**config.mk**
```make
export PLATFORM = sky130hd
export DESIGN_NAME = inst_fetch
export DESIGN_NICKNAME = d
export VERILOG_FILES = /design/src/rtl/fetch_pkg.sv /design/src/rtl/inst_queue.sv /design/src/rtl/inst_fetch.sv
export SDC_FILE = /design/constraint.sdc
export NUM_CORES = 1
export LEC_CHECK = 0
export ABC_AREA = 1
export CAP_MARGIN = 20
export CORE_ASPECT_RATIO = 1.75
export CORE_UTILIZATION = 53
export CTS_CLUSTER_DIAMETER = 200
export CTS_CLUSTER_SIZE = 40
export DETAILED_ROUTE_END_ITERATION = 6
export PLACE_DENSITY_LB_ADDON = 0.25
export SKIP_CTS_REPAIR_TIMING = 1
export SLEW_MARGIN = 25
export SYNTH_ARGS = -nofsm -noshare
export SYNTH_HDL_FRONTEND = slang
export SYNTH_HIERARCHICAL = 1
export SYNTH_SLANG_ARGS = --single-unit
```
**constraint.sdc**
```tcl
create_clock -name clk -period 8.82 [get_ports clk]
set_input_delay 0.882 -clock clk [delete_from_list [all_inputs] [get_ports clk]]
set_output_delay 0.882 -clock clk [all_outputs]
set_load 0.03 [all_outputs]
```
**src/rtl/fetch_pkg.sv**
```systemverilog
// Shared fetch-stage types and constants: FSM states, PC step, reset vector and
// the instruction/PC pair that also travels into decode.
package fetch_pkg;

    typedef enum logic [1:0] {
        IDLE = 2'd0,
        REQ  = 2'd1,
        GAP  = 2'd2
    } fetch_state_t;

    localparam logic [31:0] FETCH_STEP       = 32'd4;
    localparam logic [31:0] RESET_PC_DEFAULT = 32'hBFC0_0000;

    typedef struct packed {
        logic [31:0] inst;
        logic [31:0] pc;
    } fetch_pair_t;

endpackage

```
**src/rtl/inst_queue.sv**
```systemverilog
// Two-entry shift FIFO of instruction/PC pairs. The head entry sits in its own
// register so the outputs toward decode come straight from flops.
module inst_queue
    import fetch_pkg::*;
(
    input  logic        clk,
    input  logic        rst,
    input  logic        push,
    input  fetch_pair_t push_data,
    input  logic        pop,
    input  logic        flush,
    output fetch_pair_t head,
    output logic        head_valid,
    output logic [1:0]  occupancy
);

    fetch_pair_t head_reg;
    fetch_pair_t tail_reg;
    logic        head_valid_reg;
    logic        tail_valid_reg;
    logic        do_pop;

    assign do_pop = pop && head_valid_reg;

    // The tail is only ever occupied while the head is, so a pop shifts tail to head.
    always_ff @(posedge clk or posedge rst) begin
        if (rst) begin
            head_reg       <= '0;
            tail_reg       <= '0;
            head_valid_reg <= 1'b0;
            tail_valid_reg <= 1'b0;
        end else if (flush) begin
            head_valid_reg <= 1'b0;
            tail_valid_reg <= 1'b0;
        end else if (do_pop) begin
            if (tail_valid_reg) begin
                head_reg <= tail_reg;
                if (push) begin
                    tail_reg <= push_data;
                end else begin
                    tail_valid_reg <= 1'b0;
                end
            end else if (push) begin
                head_reg <= push_data;
            end else begin
                head_valid_reg <= 1'b0;
            end
        end else if (push) begin
            if (!head_valid_reg) begin
                head_reg       <= push_data;
                head_valid_reg <= 1'b1;
            end else begin
                tail_reg       <= push_data;
                tail_valid_reg <= 1'b1;
            end
        end
    end

    assign head       = head_reg;
    assign head_valid = head_valid_reg;
    assign occupancy  = {head_valid_reg & tail_valid_reg, head_valid_reg ^ tail_valid_reg};

endmodule

```
**src/rtl/inst_fetch.sv**
```systemverilog
// Instruction fetch: one ROM read per instruction through the controller,
// completion qualified by a guard window, results queued toward decode.
module inst_fetch
    import fetch_pkg::*;
#(
    parameter logic [31:0] RESET_PC = RESET_PC_DEFAULT,
    parameter int          MIN_WAIT = 6
) (
    input  logic        clk,
    input  logic        rst,
    output logic        read_ce,
    output logic [31:0] mem_addr,
    input  logic [31:0] mem_data,
    input  logic        mem_fin,
    input  logic        redirect,
    input  logic [31:0] redirect_pc,
    output logic        inst_valid,
    output logic [31:0] inst,
    output logic [31:0] inst_pc,
    input  logic        inst_ready
);

    localparam int CNT_W = $clog2(MIN_WAIT + 2);

    fetch_state_t     state_reg;
    logic [31:0]      pc_reg;
    logic [CNT_W-1:0] wait_cnt_reg;
    logic             read_ce_reg;
    logic [31:0]      mem_addr_reg;

    logic             complete;
    logic             push;
    logic [1:0]       occupancy;
    fetch_pair_t      push_data;
    fetch_pair_t      head;

    // mem_fin stays high from the previous access, so only the guard window qualifies it.
    assign complete  = (state_reg == REQ) && mem_fin && (wait_cnt_reg >= CNT_W'(MIN_WAIT));
    assign push      = complete && !redirect;
    assign push_data = '{inst: mem_data, pc: mem_addr_reg};

    always_ff @(posedge clk or posedge rst) begin
        if (rst) begin
            state_reg    <= IDLE;
            pc_reg       <= RESET_PC;
            wait_cnt_reg <= '0;
            read_ce_reg  <= 1'b0;
            mem_addr_reg <= '0;
        end else begin
            case (state_reg)
                IDLE: begin
                    if (redirect) begin
                        pc_reg <= redirect_pc;
                    end else if (!occupancy[1]) begin
                        // Occupancy below two guarantees room when this read completes.
                        state_reg    <= REQ;
                        mem_addr_reg <= pc_reg;
                        read_ce_reg  <= 1'b1;
                        wait_cnt_reg <= '0;
                    end
                end
                REQ: begin
                    if (redirect) begin
                        pc_reg      <= redirect_pc;
                        read_ce_reg <= 1'b0;
                        state_reg   <= GAP;
                    end else if (complete) begin
                        pc_reg      <= pc_reg + FETCH_STEP;
                        read_ce_reg <= 1'b0;
                        state_reg   <= GAP;
                    end else if (wait_cnt_reg < CNT_W'(MIN_WAIT)) begin
                        wait_cnt_reg <= wait_cnt_reg + 1'b1;
                    end
                end
                GAP: begin
                    if (redirect) begin
                        pc_reg <= redirect_pc;
                    end
                    state_reg <= IDLE;
                end
                default: begin
                    state_reg   <= IDLE;
                    read_ce_reg <= 1'b0;
                end
            endcase
        end
    end

    inst_queue u_queue (
        .clk        (clk),
        .rst        (rst),
        .push       (push),
        .push_data  (push_data),
        .pop        (inst_ready),
        .flush      (redirect),
        .head       (head),
        .head_valid (inst_valid),
        .occupancy  (occupancy)
    );

    assign read_ce  = read_ce_reg;
    assign mem_addr = mem_addr_reg;
    assign inst     = head.inst;
    assign inst_pc  = head.pc;

endmodule

```
==> run metrics, run 1 <==
outcome finished clean; worst hold path class reg -> reg; leading cell type in the layout, fill and taps excluded nand2_1; post-synthesis cell area 10700 µm²; drt first pass iters 6; layout cell share with drive strength beyond 1 4.78%; Worst path max stage delay 620 ps; slew margin rel. 43.3%; chip width 109 µm; Die ar. 20700 µm²; Final setup viols 0; number of fill cells 1791; via count 10.1k; setup TNS 0 ps; DR DRC count 0; CTS tree built; clock input transition at the sequential cells of the worst setup and hold paths 70 ps; starting density of the core 54.0%; GPL Wtd Cong 0.922; period utilisation layout 33.7%; #FFs+latches synth 200; met2 usage 50.4%; Util after Layout 64.8%; WL/cell 15.2 µm; H-tree depth 4; crit path kind in -> reg; Seq. cell area 5020 µm²; syn_nets 1604; initial antenna violation count 0; Yosys top cell area share 44.8%; Worst IR Drop VDD 0.152 mV; Hold Path End u_queue/tail_reg[6]$_DFFE_PP0P_; Buffers on Ports 166; fin crit period 2970 ps; static leakage 6.73 nW; GR Util met3 3.32%; first-pass GRT wire length 47.1 mm; Root Driver clkbuf_16; Reg2Reg Depth 7; Clock Skew 7.77 ps; crit-path cells clkdlybuf4s50_1, nand2_2, buf_4, nand2_2, nand3_2, buf_4, nand2_1, nand2_1; Area Overhead vs Synth 20.0%; Avg Cell Area, Syn 6.96 µm²; Slowest-stage cell, CP buf_4; cell taking the most area after synthesis dfrtp_1; Syn Inst Count 1531; largest net degree at the start of global routing 70; sequential share of the synthesized area 47.0%; worst hold path cell count 2; Initial DRC Count 700; Critical Path AT 3340 ps; endpoint of the worst register-to-register path u_queue/tail_reg[26]$_DFFE_PP0P_; hold_sp u_queue/tail_reg[6]$_DFFE_PP0P_; PD cells 217 nW/µm²; Synth area leaders dfrtp_1, nand2_1, nand4_1, nor2_1, buf_2; CORE AREA 19700 µm²; largest fanout on the critical path 69; Routed Antenna Nets 0; Worst setup SP type input port; endpoints failing hold 0; n_diodes 0; Detail Placement HPWL 18.2 mm; total clock sinks 200; commonest cells after routing, fill and taps aside nand2_1, dfrtp_1, clkdlybuf4s50_1, nor2_1, nand4_1; flop-to-flop setup slack 6090 ps; M1 GR Usage 34.9%; Most Crowded Layer GR met2; RSZ-0062 raised after global routing false; Tot GR Track Use 29.2%; DRT Wirelength 28.8 mm; Skew-Pair Late Insertion Delay 440 ps; Max Slew Vio Count 0; actual slew at the worst max-slew pin 850 ps; Ys Warns 6; Fmax achieved 0.337 GHz; fin nets 1712; vias in the first global route 9605; cts bufs inserted 17; RR Startpoint u_queue/tail_valid_reg$_DFFE_PP0P_; critical path endpoint category flop; Die Span Y 190 µm; post-synth cell types 33; Critical Path RT 9190 ps; footprint of the multi-input gates 4970 µm²; MaxCap Viol Count 0; Remaining Overflow, GRT 0; CTS max path bufs 2; DR vias/cell 5.35; I/O Pins 167; # rows 68
[worst max-delay path: cells and delay by family]
kind                   cells  cell delay (ps)
and+or+nand+nor            5              750
buffers and inverters      3             1650
[cell type report]
class,count,share of cell area (%)
well taps,245,2.40
clock inverters,10,0.772
flip-flops and latches,200,39.2
repair buffers,176,13.6
inverters,54,1.68
clock buffers,21,3.52
multi-input cells,1190,38.9
[power breakdown]
part	switching, mW	total (mW)	leakage [nW]	internal, mW
registers	0.180	1.23	2.65	1.04
logic	0.490	0.803	3.83	0.313
clock network	0.353	0.750	0.252	0.397
total	1.02	2.78	6.73	1.75
[synth_stat cells, drive strengths merged]
cell type / count
a21oi: 6
a22oi: 3
a31oi: 2
and2: 3
buf: 74
clkbuf: 13
dfrtp: 191
dfstp: 9
ha: 4
inv: 54
mux2: 3
nand2: 900
nand3: 43
nand4: 64
nor2: 88
nor3: 2
o21a: 2
o21ai: 57
o22ai: 4
o31ai: 2
or2: 3
xnor2: 2
xor2: 2
[layer usage]
| metal | part of all wire, % | vias to the layer above | wire, µm |
|---|---|---|---|
| met2 | 51 | 343 | 14700 |
| met1 | 40 | 4753 | 11600 |
| li1 | - | 4982 | - |
| met3 | 4.2 | 66 | 1220 |
| met5 | 0 | - | 0 |
| met4 | 4.4 | 0 | 1280 |
[worst max path at each step]
stage                     startpoint                               end  depth (start not counted)
after detailed placement  inst_ready  u_queue/tail_reg[26]$_DFFE_PP0P_                          8
after global placement    inst_ready      u_queue/head[63]$_DFFE_PP0P_                          8
after global routing      inst_ready  u_queue/tail_reg[23]$_DFFE_PP0P_                          8
after CTS                 inst_ready  u_queue/tail_reg[26]$_DFFE_PP0P_                          8
final                     inst_ready  u_queue/tail_reg[26]$_DFFE_PP0P_                          8
after floorplan                  rst       u_queue/head[0]$_DFFE_PP0P_                          1
[cells by family after synthesis]
| logic type | synth area share, % |
|---|---|
| DFF | 47.0 |
| muxes | 0.317 |
| AOI/OAI and AO/OA | 3.84 |
| adders and majority gates | 0.469 |
| and+or+nand+nor | 41.4 |
| buffers and inverters | 6.60 |
| xor gates and xnor gates | 0.329 |
[per-stage QoR]
| step | power, mW | area [µm²] | hold WS [ps] | setup slack (ps) | instances |
|---|---|---|---|---|---|
| after CTS | 2.79 | 12800 | 475 | 5890 | 1896 |
| final | 2.78 | 12800 | 473 | 5850 | 1896 |
| after global placement | 2.02 | 12200 | 453 | 5460 | 1865 |
| after global routing | 2.94 | 12800 | 492 | 5710 | 1896 |
| after floorplan | 1.72 | 10700 | 442 | 4470 | 1531 |
| after detailed placement | 2.04 | 12200 | 458 | 5440 | 1865 |
No activity file was read; power rests on OpenSTA's default activity.
==> run 2, diff against run 1 <==
--- a/config.mk
+++ b/config.mk
@@ -8,7 +8,7 @@
 export ABC_AREA = 1
 export CAP_MARGIN = 20
 export CORE_ASPECT_RATIO = 1.75
-export CORE_UTILIZATION = 53
+export CORE_UTILIZATION = 49
 export CTS_CLUSTER_DIAMETER = 200
 export CTS_CLUSTER_SIZE = 40
 export DETAILED_ROUTE_END_ITERATION = 6
==> constraint.sdc (replaced) <==
create_clock -name clk -period 2.6 [get_ports clk]
set_input_delay 0.26 -clock clk [delete_from_list [all_inputs] [get_ports clk]]
set_output_delay 0.26 -clock clk [all_outputs]
set_load 0.03 [all_outputs]
==> run metrics, run 2 (synthesis results as in run 1) <==
Seq. cell area 5020 µm² (unchanged); DRT Wirelength 28.8 mm (+0.21%); Reg2Reg Depth 13 (+6); CTS max path bufs 2 (unchanged); Worst setup SP type flop; Buffers on Ports 166 (unchanged); Skew-Pair Late Insertion Delay 430 ps (about the same); Critical Path RT 2970 ps (-6220 ps); DR vias/cell 5.10 (-4.6%); period utilisation layout 87.1%; I/O Pins 167 (unchanged); largest fanout on the critical path 53 (-23%); PD cells 731 nW/µm² (+240%); largest net degree at the start of global routing 66 (-5.7%); routed wl met3 1.31 mm (+7.3%); Detail Placement HPWL 19.9 mm (+9.4%); n_diodes 0 (unchanged); footprint of the multi-input gates 4970 µm² (unchanged); via count 10.0k (-1.2%); clock input transition at the sequential cells of the worst setup and hold paths 70 ps (about the same); Total Power 9.60 mW (+250%); Final Non-Filler Cells 1964 (+3.6%); placed cell count 1932 (+3.6%); fin nets 1732 (+1.2%); endpoints failing hold 0 (unchanged); Top Metal Used met4; Fmax achieved 0.442 GHz; Die Span Y 197 µm (+4.0%); crit path kind reg -> reg; setup slack at placement 316 ps (-5130 ps); starting density of the core 49.8% (-4.2 points); Max Slew Vio Count 0 (unchanged); outcome finished clean; commonest cells after routing, fill and taps aside nand2_1, dfrtp_1, clkdlybuf4s50_1, nor2_1, nand4_1; met2 routed WL 14.6 mm (-0.45%); Critical Path AT 2630 ps (-710 ps); Worst IR Drop VDD 0.481 mV (+220%); number of fill cells 1960 (+9.4%); Tot GR Track Use 27.1% (-2.1 points); MaxCap Viol Count 0 (unchanged); drt first pass iters 6 (unchanged); met1 WL 11.5 mm (-1.3%); CORE AREA 21400 µm² (+8.5%); Remaining Overflow, GRT 0 (unchanged); CTS tree built; leading cell type in the layout, fill and taps excluded nand2_1; Routed Antenna Nets 0 (unchanged); worst hold path class in -> async; Die ar. 22400 µm² (+8.0%); GPL Wtd Cong 0.957 (+3.8%); slew margin rel. 49.8% (+6.5 points); cts bufs inserted 17 (unchanged); setup TNS 0 ps (unchanged); DR DRC count 0 (unchanged); Initial DRC Count 731 (+4.4%); initial antenna violation count 0 (unchanged); Clock Skew 10.7 ps (+2.90 ps); vias in the first global route 9716 (+1.2%); chip width 114 µm (+3.9%); Root Driver clkbuf_16; PnR worst setup slack 337 ps (-5510 ps); Area Overhead vs Synth 23.1%; total clock sinks 200 (unchanged); # rows 71 (+4.4%); WL/cell 14.7 µm (-3.3%); H-tree depth 4 (unchanged); Final setup viols 0 (unchanged); static leakage 6.89 nW (+2.4%); actual slew at the worst max-slew pin 752 ps (-97.5 ps); layout cell share with drive strength beyond 1 6.10% (+1.3 points); first-pass GRT wire length 48.0 mm (+1.8%); RSZ-0062 raised after global routing false; critical path endpoint category flop; fin crit period 2260 ps
-- run 2: cell count changes in the layout (fill, tap and decap cells not counted) --
cell / delta
clkinvlp_4: -4
inv_8: +1
inv_6: +4
buf_12: +8
inv_2: +3
buf_4: +12
clkbuf_1: -2
inv_4: -3
clkinv_4: +2
-- run 2: critical path: stages (launching register included) --
cell	delay [ps]
dfrtp_1	390
inv_1	100
ha_1	150
nand2_1	50
nand2_1	80
nand3_2	130
nor2_1	330
nor2_1	90
nor2_1	130
nand2_2	90
inv_2	190
buf_12	280
nand2_1	100
nand2_1	60
-- run 2: metal layers --
layer  vias to the layer above  global-route usage [%]
met5                         -                       0
met4                         0                    16.4
met3                        80                    2.88
met2                       342                    47.0
met1                      4583                    32.0
li1                       5016                       -
-- run 2: area by class of cell --
type                            count  share of cell area [%]
Sequential cell                   200                    38.2
Timing Repair Buffer              196                    15.1
Clock buffer                       19                    3.37
Clock inverter                     13                    1.02
Tap cell                          292                    2.78
Multi-Input combinational cell   1190                    37.9
Inverter                           54                    1.57
-- run 2: path summary, 6_finish.rpt --
check,end,slack [ps],startpoint
min reg2reg,u_queue/tail_reg[60]$_DFFE_PP0P_,470,u_queue/tail_reg[60]$_DFFE_PP0P_
min,mem_addr[21]$_DFFE_PP0P_,250,rst
min in group clk,pc_reg[3]$_DFFE_PP0P_,390,redirect_pc[3]
max reg2reg,u_queue/head[5]$_DFFE_PP0P_,340,wait_cnt_reg[0]$_DFFE_PP0P_
max,u_queue/head[5]$_DFFE_PP0P_,340,wait_cnt_reg[0]$_DFFE_PP0P_
max in group asynchronous,u_queue/head[23]$_DFFE_PP0P_,1670,rst
-- run 2: power by group --
part           switching, mW  internal, mW  total (mW)
clock                   1.25          1.38        2.63
combinational           1.70          1.10        2.80
sequential             0.626          3.54        4.17
total                   3.58          6.02        9.60
-- run 2: stage by stage --
| stage | hold WS, ps | cell area, µm² | utilization, % |
|---|---|---|---|
| 3_3_place_gp | 452 | 12500 | 58.6 |
| 4_1_cts | 248 | 13100 | 61.3 |
| 3_5_place_dp | 458 | 12500 | 58.6 |
| 6_report | 249 | 13100 | 61.3 |
| 2_1_floorplan | 391 | 10700 | - |
| 5_1_grt | 270 | 13100 | 61.3 |
